### config.mk
export PLATFORM = sky130hd
export DESIGN_NAME = io_port_responder_flat
export DESIGN_NICKNAME = d
export VERILOG_FILES = /design/src/rtl/io_port_responder_if.sv /design/src/rtl/io_port_responder.sv /design/src/flat_wrapper.sv
export SDC_FILE = /design/constraint.sdc
export NUM_CORES = 1
export LEC_CHECK = 0
export ABC_CLOCK_PERIOD_IN_PS = 2300
export BUFFER_PORTS_ARGS = -buffer_cell sky130_fd_sc_hd__buf_2
export CORE_MARGIN = 5
export CORE_UTILIZATION = 56
export CTS_CLUSTER_SIZE = 30
export DETAILED_ROUTE_END_ITERATION = 10
export GPL_ROUTABILITY_DRIVEN = 0
export PLACE_DENSITY = 0.86
export SLEW_MARGIN = 20
export SYNTH_ARGS = -nofsm -noshare
export SYNTH_HDL_FRONTEND = slang
export SYNTH_SLANG_ARGS = --single-unit
### constraint.sdc
create_clock -name sys_clk -period 2.3 [get_ports sys_clk]
set_input_delay 0.46 -clock sys_clk [delete_from_list [all_inputs] [get_ports sys_clk]]
set_output_delay 0.46 -clock sys_clk [all_outputs]
set_load 0.02 [all_outputs]
### src/rtl/io_port_responder_if.sv
// io_port_responder_if: request and response REQ/ACK channels between the command controller and an IO port responder
interface io_port_responder_if #(
    parameter int DATABITWIDTH = 16
);
    logic                    IOREQ;
    logic                    IOACK;
    logic                    IOCommandEn;
    logic                    IOResponseRequested;
    logic [3:0]              ReqDestReg;
    logic [DATABITWIDTH-1:0] ReqData;
    logic                    RespREQ;
    logic                    RespACK;
    logic                    RespCommandFlag;
    logic                    RespRegFlag;
    logic                    RespMemFlag;
    logic [3:0]              RespDestReg;
    logic [DATABITWIDTH-1:0] RespData;

    modport master (
        output IOREQ, IOCommandEn, IOResponseRequested, ReqDestReg, ReqData, RespACK,
        input  IOACK, RespREQ, RespCommandFlag, RespRegFlag, RespMemFlag, RespDestReg, RespData
    );

    modport slave (
        input  IOREQ, IOCommandEn, IOResponseRequested, ReqDestReg, ReqData, RespACK,
        output IOACK, RespREQ, RespCommandFlag, RespRegFlag, RespMemFlag, RespDestReg, RespData
    );
endinterface

### src/rtl/io_port_responder.sv
// io_port_responder: GPIO port endpoint that executes one link request at a time and optionally returns a response word
module io_port_responder #(
    parameter int DATABITWIDTH = 16,
    parameter int PORTWIDTH    = 8,
    parameter int OPCODE_MSB   = 15
) (
    input  logic                 sys_clk,
    input  logic                 async_rst_n,
    input  logic                 clk_en,
    io_port_responder_if.slave   bus,
    input  logic [PORTWIDTH-1:0] PinsIn,
    output logic [PORTWIDTH-1:0] PinsOut,
    output logic [PORTWIDTH-1:0] PinsOE
);
    localparam logic [1:0] IDLE = 2'd0;
    localparam logic [1:0] EXEC = 2'd1;
    localparam logic [1:0] RESP = 2'd2;

    localparam logic [2:0] OP_READ_IN  = 3'd0;
    localparam logic [2:0] OP_WRITE_OE = 3'd1;
    localparam logic [2:0] OP_READ_OUT = 3'd2;
    localparam logic [2:0] OP_SET      = 3'd3;
    localparam logic [2:0] OP_CLR      = 3'd4;
    localparam logic [2:0] OP_TOG      = 3'd5;
    localparam logic [2:0] OP_READ_OE  = 3'd6;
    localparam logic [2:0] OP_RSVD     = 3'd7;

    logic [1:0]              state;
    logic                    ackReg;
    logic                    capCmd;
    logic                    capResp;
    logic [3:0]              capDest;
    logic [2:0]              capOp;
    logic [PORTWIDTH-1:0]    capMask;
    logic [PORTWIDTH-1:0]    syncA;
    logic [PORTWIDTH-1:0]    syncB;
    logic [PORTWIDTH-1:0]    nextOut;
    logic [PORTWIDTH-1:0]    nextOE;
    logic [PORTWIDTH-1:0]    respPort;
    logic [DATABITWIDTH-1:0] respWord;

    assign bus.IOACK       = ackReg && clk_en;
    assign bus.RespMemFlag = 1'b0;

    // Two-flop input synchronizer, free-running so pins stay fresh while the core is frozen
    always_ff @(posedge sys_clk or negedge async_rst_n) begin
        if (!async_rst_n) begin
            syncA <= '0;
            syncB <= '0;
        end else begin
            syncA <= PinsIn;
            syncB <= syncA;
        end
    end

    // Result of the captured request: new port registers and the response word
    always_comb begin
        nextOut  = !capCmd ? capMask :
                   capOp == OP_SET ? (PinsOut | capMask) :
                   capOp == OP_CLR ? (PinsOut & ~capMask) :
                   capOp == OP_TOG ? (PinsOut ^ capMask) : PinsOut;
        nextOE   = (capCmd && capOp == OP_WRITE_OE) ? capMask : PinsOE;
        respPort = !capCmd ? nextOut :
                   capOp == OP_READ_IN  ? syncB :
                   capOp == OP_WRITE_OE ? nextOE :
                   capOp == OP_READ_OUT ? PinsOut :
                   capOp == OP_READ_OE  ? PinsOE : nextOut;
        respWord = (capCmd && capOp == OP_RSVD) ? '1 : DATABITWIDTH'(respPort);
    end

    // Request FSM: accept in IDLE, apply in EXEC, hold the response in RESP until acknowledged
    always_ff @(posedge sys_clk or negedge async_rst_n) begin
        if (!async_rst_n) begin
            state               <= IDLE;
            ackReg              <= 1'b0;
            capCmd              <= 1'b0;
            capResp             <= 1'b0;
            capDest             <= '0;
            capOp               <= '0;
            capMask             <= '0;
            PinsOut             <= '0;
            PinsOE              <= '0;
            bus.RespREQ         <= 1'b0;
            bus.RespCommandFlag <= 1'b0;
            bus.RespRegFlag     <= 1'b0;
            bus.RespDestReg     <= '0;
            bus.RespData        <= '0;
        end else if (clk_en) begin
            case (state)
                IDLE: begin
                    if (bus.IOREQ && ackReg) begin
                        capCmd  <= bus.IOCommandEn;
                        capResp <= bus.IOResponseRequested;
                        capDest <= bus.ReqDestReg;
                        capOp   <= bus.ReqData[OPCODE_MSB -: 3];
                        capMask <= bus.ReqData[PORTWIDTH-1:0];
                        state   <= EXEC;
                        ackReg  <= 1'b0;
                    end else begin
                        ackReg <= 1'b1;
                    end
                end
                EXEC: begin
                    PinsOut <= nextOut;
                    PinsOE  <= nextOE;
                    if (capResp) begin
                        state               <= RESP;
                        bus.RespREQ         <= 1'b1;
                        bus.RespCommandFlag <= capCmd;
                        bus.RespRegFlag     <= 1'b1;
                        bus.RespDestReg     <= capDest;
                        bus.RespData        <= respWord;
                    end else begin
                        state  <= IDLE;
                        ackReg <= 1'b1;
                    end
                end
                RESP: begin
                    if (bus.RespACK) begin
                        bus.RespREQ <= 1'b0;
                        state       <= IDLE;
                        ackReg      <= 1'b1;
                    end
                end
                default: begin
                    state  <= IDLE;
                    ackReg <= 1'b0;
                end
            endcase
        end
    end
endmodule

### src/flat_wrapper.sv
// flat-port wrapper written by rule: the top's interface ports become plain ports
module io_port_responder_flat 
#(
    parameter int DATABITWIDTH = 16,
    parameter int PORTWIDTH    = 8,
    parameter int OPCODE_MSB   = 15
)
  (sys_clk, async_rst_n, clk_en, PinsIn, PinsOut, PinsOE, bus_IOREQ, bus_IOCommandEn, bus_IOResponseRequested, bus_ReqDestReg, bus_ReqData, bus_RespACK, bus_IOACK, bus_RespREQ, bus_RespCommandFlag, bus_RespRegFlag, bus_RespMemFlag, bus_RespDestReg, bus_RespData);
  io_port_responder_if #(.DATABITWIDTH(DATABITWIDTH)) bus_i ();
  input  logic sys_clk;
  input  logic async_rst_n;
  input  logic clk_en;
  input  logic [PORTWIDTH-1:0] PinsIn;
  output logic [PORTWIDTH-1:0] PinsOut;
  output logic [PORTWIDTH-1:0] PinsOE;
  input wire logic [$bits(bus_i.IOREQ)-1:0] bus_IOREQ;
  input wire logic [$bits(bus_i.IOCommandEn)-1:0] bus_IOCommandEn;
  input wire logic [$bits(bus_i.IOResponseRequested)-1:0] bus_IOResponseRequested;
  input wire logic [$bits(bus_i.ReqDestReg)-1:0] bus_ReqDestReg;
  input wire logic [$bits(bus_i.ReqData)-1:0] bus_ReqData;
  input wire logic [$bits(bus_i.RespACK)-1:0] bus_RespACK;
  output wire logic [$bits(bus_i.IOACK)-1:0] bus_IOACK;
  output wire logic [$bits(bus_i.RespREQ)-1:0] bus_RespREQ;
  output wire logic [$bits(bus_i.RespCommandFlag)-1:0] bus_RespCommandFlag;
  output wire logic [$bits(bus_i.RespRegFlag)-1:0] bus_RespRegFlag;
  output wire logic [$bits(bus_i.RespMemFlag)-1:0] bus_RespMemFlag;
  output wire logic [$bits(bus_i.RespDestReg)-1:0] bus_RespDestReg;
  output wire logic [$bits(bus_i.RespData)-1:0] bus_RespData;
  assign bus_i.IOREQ = bus_IOREQ;
  assign bus_i.IOCommandEn = bus_IOCommandEn;
  assign bus_i.IOResponseRequested = bus_IOResponseRequested;
  assign bus_i.ReqDestReg = bus_ReqDestReg;
  assign bus_i.ReqData = bus_ReqData;
  assign bus_i.RespACK = bus_RespACK;
  assign bus_IOACK = bus_i.IOACK;
  assign bus_RespREQ = bus_i.RespREQ;
  assign bus_RespCommandFlag = bus_i.RespCommandFlag;
  assign bus_RespRegFlag = bus_i.RespRegFlag;
  assign bus_RespMemFlag = bus_i.RespMemFlag;
  assign bus_RespDestReg = bus_i.RespDestReg;
  assign bus_RespData = bus_i.RespData;
  io_port_responder #(.DATABITWIDTH(DATABITWIDTH), .PORTWIDTH(PORTWIDTH), .OPCODE_MSB(OPCODE_MSB)) u_core (.sys_clk(sys_clk), .async_rst_n(async_rst_n), .clk_en(clk_en), .bus(bus_i), .PinsIn(PinsIn), .PinsOut(PinsOut), .PinsOE(PinsOE));
endmodule
==> metrics.cfg <==
[floorplan]
ios=76
start_util=0.5779
die_area_sq_mm=0.008785
die_w_um=93.73
die_h_um=93.73
coreArea_sq_mm=0.006794
rows=30

[global_route]
met3_usage=0.05529
grt_max_degree=69
grt-ovfl-total=0
track_usage=0.2375
busiest_layer=met2
first_global_vias=3351
grt_pass1_wl_um=16200
use_met2=0.3767
use_met1=0.3028
antenna_found_initial=0

[power_and_ir_drop]
peakVddDrop_v=0.0008748
power.density_mw_per_mm2=1493
leakage_nw=2.178

[yosys]
synth_nets=457
synthCells=402
ys_seq_area_frac=0.4334
synth_most_common_cell=dfrtp_1
synth_cell_type_count=44
synthesis.area_sq_mm=0.003926
ys_seq_elements=68
synth_top_area_frac=0.4334
async_flop_share=1.000
synth_top_area_cell=dfrtp_1
synth_edf_count=0
synth.avg_cell_area_sq_um=9.767
synth_ff_type=dfrtp_1
synth_warnings=0
synth_common_cells=68 x dfrtp_1, 54 x nand2_1, 26 x mux2_2
synth_area_leaders=dfrtp_1 43%, mux2_2 7.5%, ha_1 6.4%

[setup_path]
critPathLaunchType=flip-flop
cp.depth=6
cpMaxStageDelayCell=dfrtp_1
reg2reg_depth=6
critPathCaptureType=flip-flop
critPathTopFamily=compound AO/OA/AOI/OAI gates
critPathKind=flip-flop to flip-flop
arrival_ps=2250
crit_fanout=6
worst-path-buf-inv=1
path_cells=inv_1, ha_1, and3_1, o311ai_0, a221oi_1, a31oi_1
max_stage_delay_ps=420
cp.required_ps=2530

[timing]
period_minus_slack_ps=2022
setup_slack_ps=278.1
hold_violations=0
worstMarginPinSlew_ps=904.3
fin_worst_skew_ps=16.37
period_share=0.8791
max_freq_ghz=0.4946
slew_headroom=0.3895
finalSetupTns_ps=0
finalSetupViolations=0
rsz0062_at_grt=no
slew_viol_final=0

[clock_network]
cts_setup_buffers=0
ctsHoldBuffers=0
clk_latency_ps=360
clock_sinks=68
max-clock-path-buffers=2
root_buffer=clkbuf_8
cts_max_level=3
tritoncts=yes
clkSlewWorstSetupHoldPaths_ps=90
cts-buffers-inserted=9
cts_resized=0

[min_path]
hold_path.class=input pin to asynchronous set/reset pin

[job]
cap_viol_max_count=0

[cells_and_area]
n_antenna_cell=0
multi_input_area_sq_mm=0.001948
seqCellArea_sq_mm=0.001702
syn_to_final_growth_pct=15.68
fill_cells=490
fin_nets=517
drive_gt1_frac=0.2827
finalNonFillerCells=563

[drt]
antenna_left=0
vias=3394
viasPerCell=6.028
drtIter0Drc=475
first_pass_iters=7
wirelength_um=9866
wl_per_cell_um=17.52
drt_drc_violations_left=0

[place]
dp.cells=547
io_buffer_count=69
dp_hpwl_um=6791
dp_slack_ps=353.5

[outcome]
status=complete, no violations

-- placed cells by master, fill, tap and decap left out, types with 2 or more instances in the layout --
cell       instances
buf_2             69
dfrtp_1           68
nand2_1           54
mux2_2            26
nor2_1            25
ha_1              20
inv_1             19
o211ai_1          18
nand2b_1          16
nor2b_1           16
buf_4             15
o221ai_1          12
nand3_1           11
a31oi_1           11
a21oi_1            9
clkbuf_8           9
mux2i_1            8
o21a_1             8
o21ai_0            7
a221oi_1           4
o221a_2            4
and2_1             3
a21o_1             3
o221a_1            3
a32oi_1            3
clkinv_4           2
bufinv_16          2
-- sequential cells by signal, indices dropped and copies added, names as in the netlist, 2 cells and up --
register / flops
u_core.syncB: 8
u_core.bus.RespData: 9
u_core.bus.RespDestReg: 4
u_core.syncA: 8
u_core.capMask: 8
u_core.PinsOut: 8
u_core.capDest: 4
u_core.PinsOE: 8
u_core.capOp: 3
u_core.state: 2
-- stage by stage --
step	hold slack, ps	area (sq um)	total power [mW]	util
CTS	116.7	4542	6.731	0.6685
finish	98.22	4542	6.780	0.6685
global route	129.9	4542	7.237	0.6685
floorplan	164.4	3926	4.611	-
global placement	333.3	4319	5.394	0.6357
detailed placement	334.7	4319	5.578	0.6357
-- worst reg2reg max path, stage by stage, from the launching register on --
cell,delay (ps)
dfrtp_1,420
inv_1,110
ha_1,220
and3_1,340
o311ai_0,360
a221oi_1,340
a31oi_1,120
-- path summary, 6_finish.rpt --
| kind | from | to | slack, ps |
|---|---|---|---|
| worst max register to register | u_core.state[1] | u_core.bus.RespData[0] | 280 |
| worst min register to register | u_core.syncA[5] | u_core.syncB[5] | 350 |
| max in group asynchronous | async_rst_n | u_core.capMask[6] | 1900 |
| worst min-delay path | async_rst_n | u_core.PinsOut[1] | 100 |
| min in group sys_clk | PinsIn[1] | u_core.syncA[1] | 210 |
| worst max-delay path | u_core.state[1] | u_core.bus.RespData[0] | 280 |
-- power breakdown --
part | switching (mW) | internal [mW] | leakage [nW]
clock | 0.492 | 0.615 | 0.110
sequential | 0.532 | 1.62 | 0.823
combinational | 2.09 | 1.42 | 1.25
-- area by class of cell --
class	instances	area share
sequential	68	0.3747
clock buffer	9	0.02727
multi-input combinational	279	0.4289
timing repair buffer	85	0.1052
inverter	19	0.01570
clock inverter	7	0.02176
tap	96	0.02645
-- routing by layer --
metal,share of wire,up-vias
met5,0,-
met4,0.029,0
met3,0.083,40
met2,0.49,200
met1,0.40,1618
li1,-,1536
-- kinds of logic (layout without fill, tap and decap cells) --
kind of cell	Yosys count	count (layout)	synth area share
fa+ha+maj	20	20	0.06373
mux	34	34	0.09497
compound gates	89	89	0.1708
simple gates	135	135	0.1657
flops	68	68	0.4334
buf+inv	55	120	0.07043
other cells	1	1	0.0009551
Note: power is estimated with default switching activity, not from simulation.
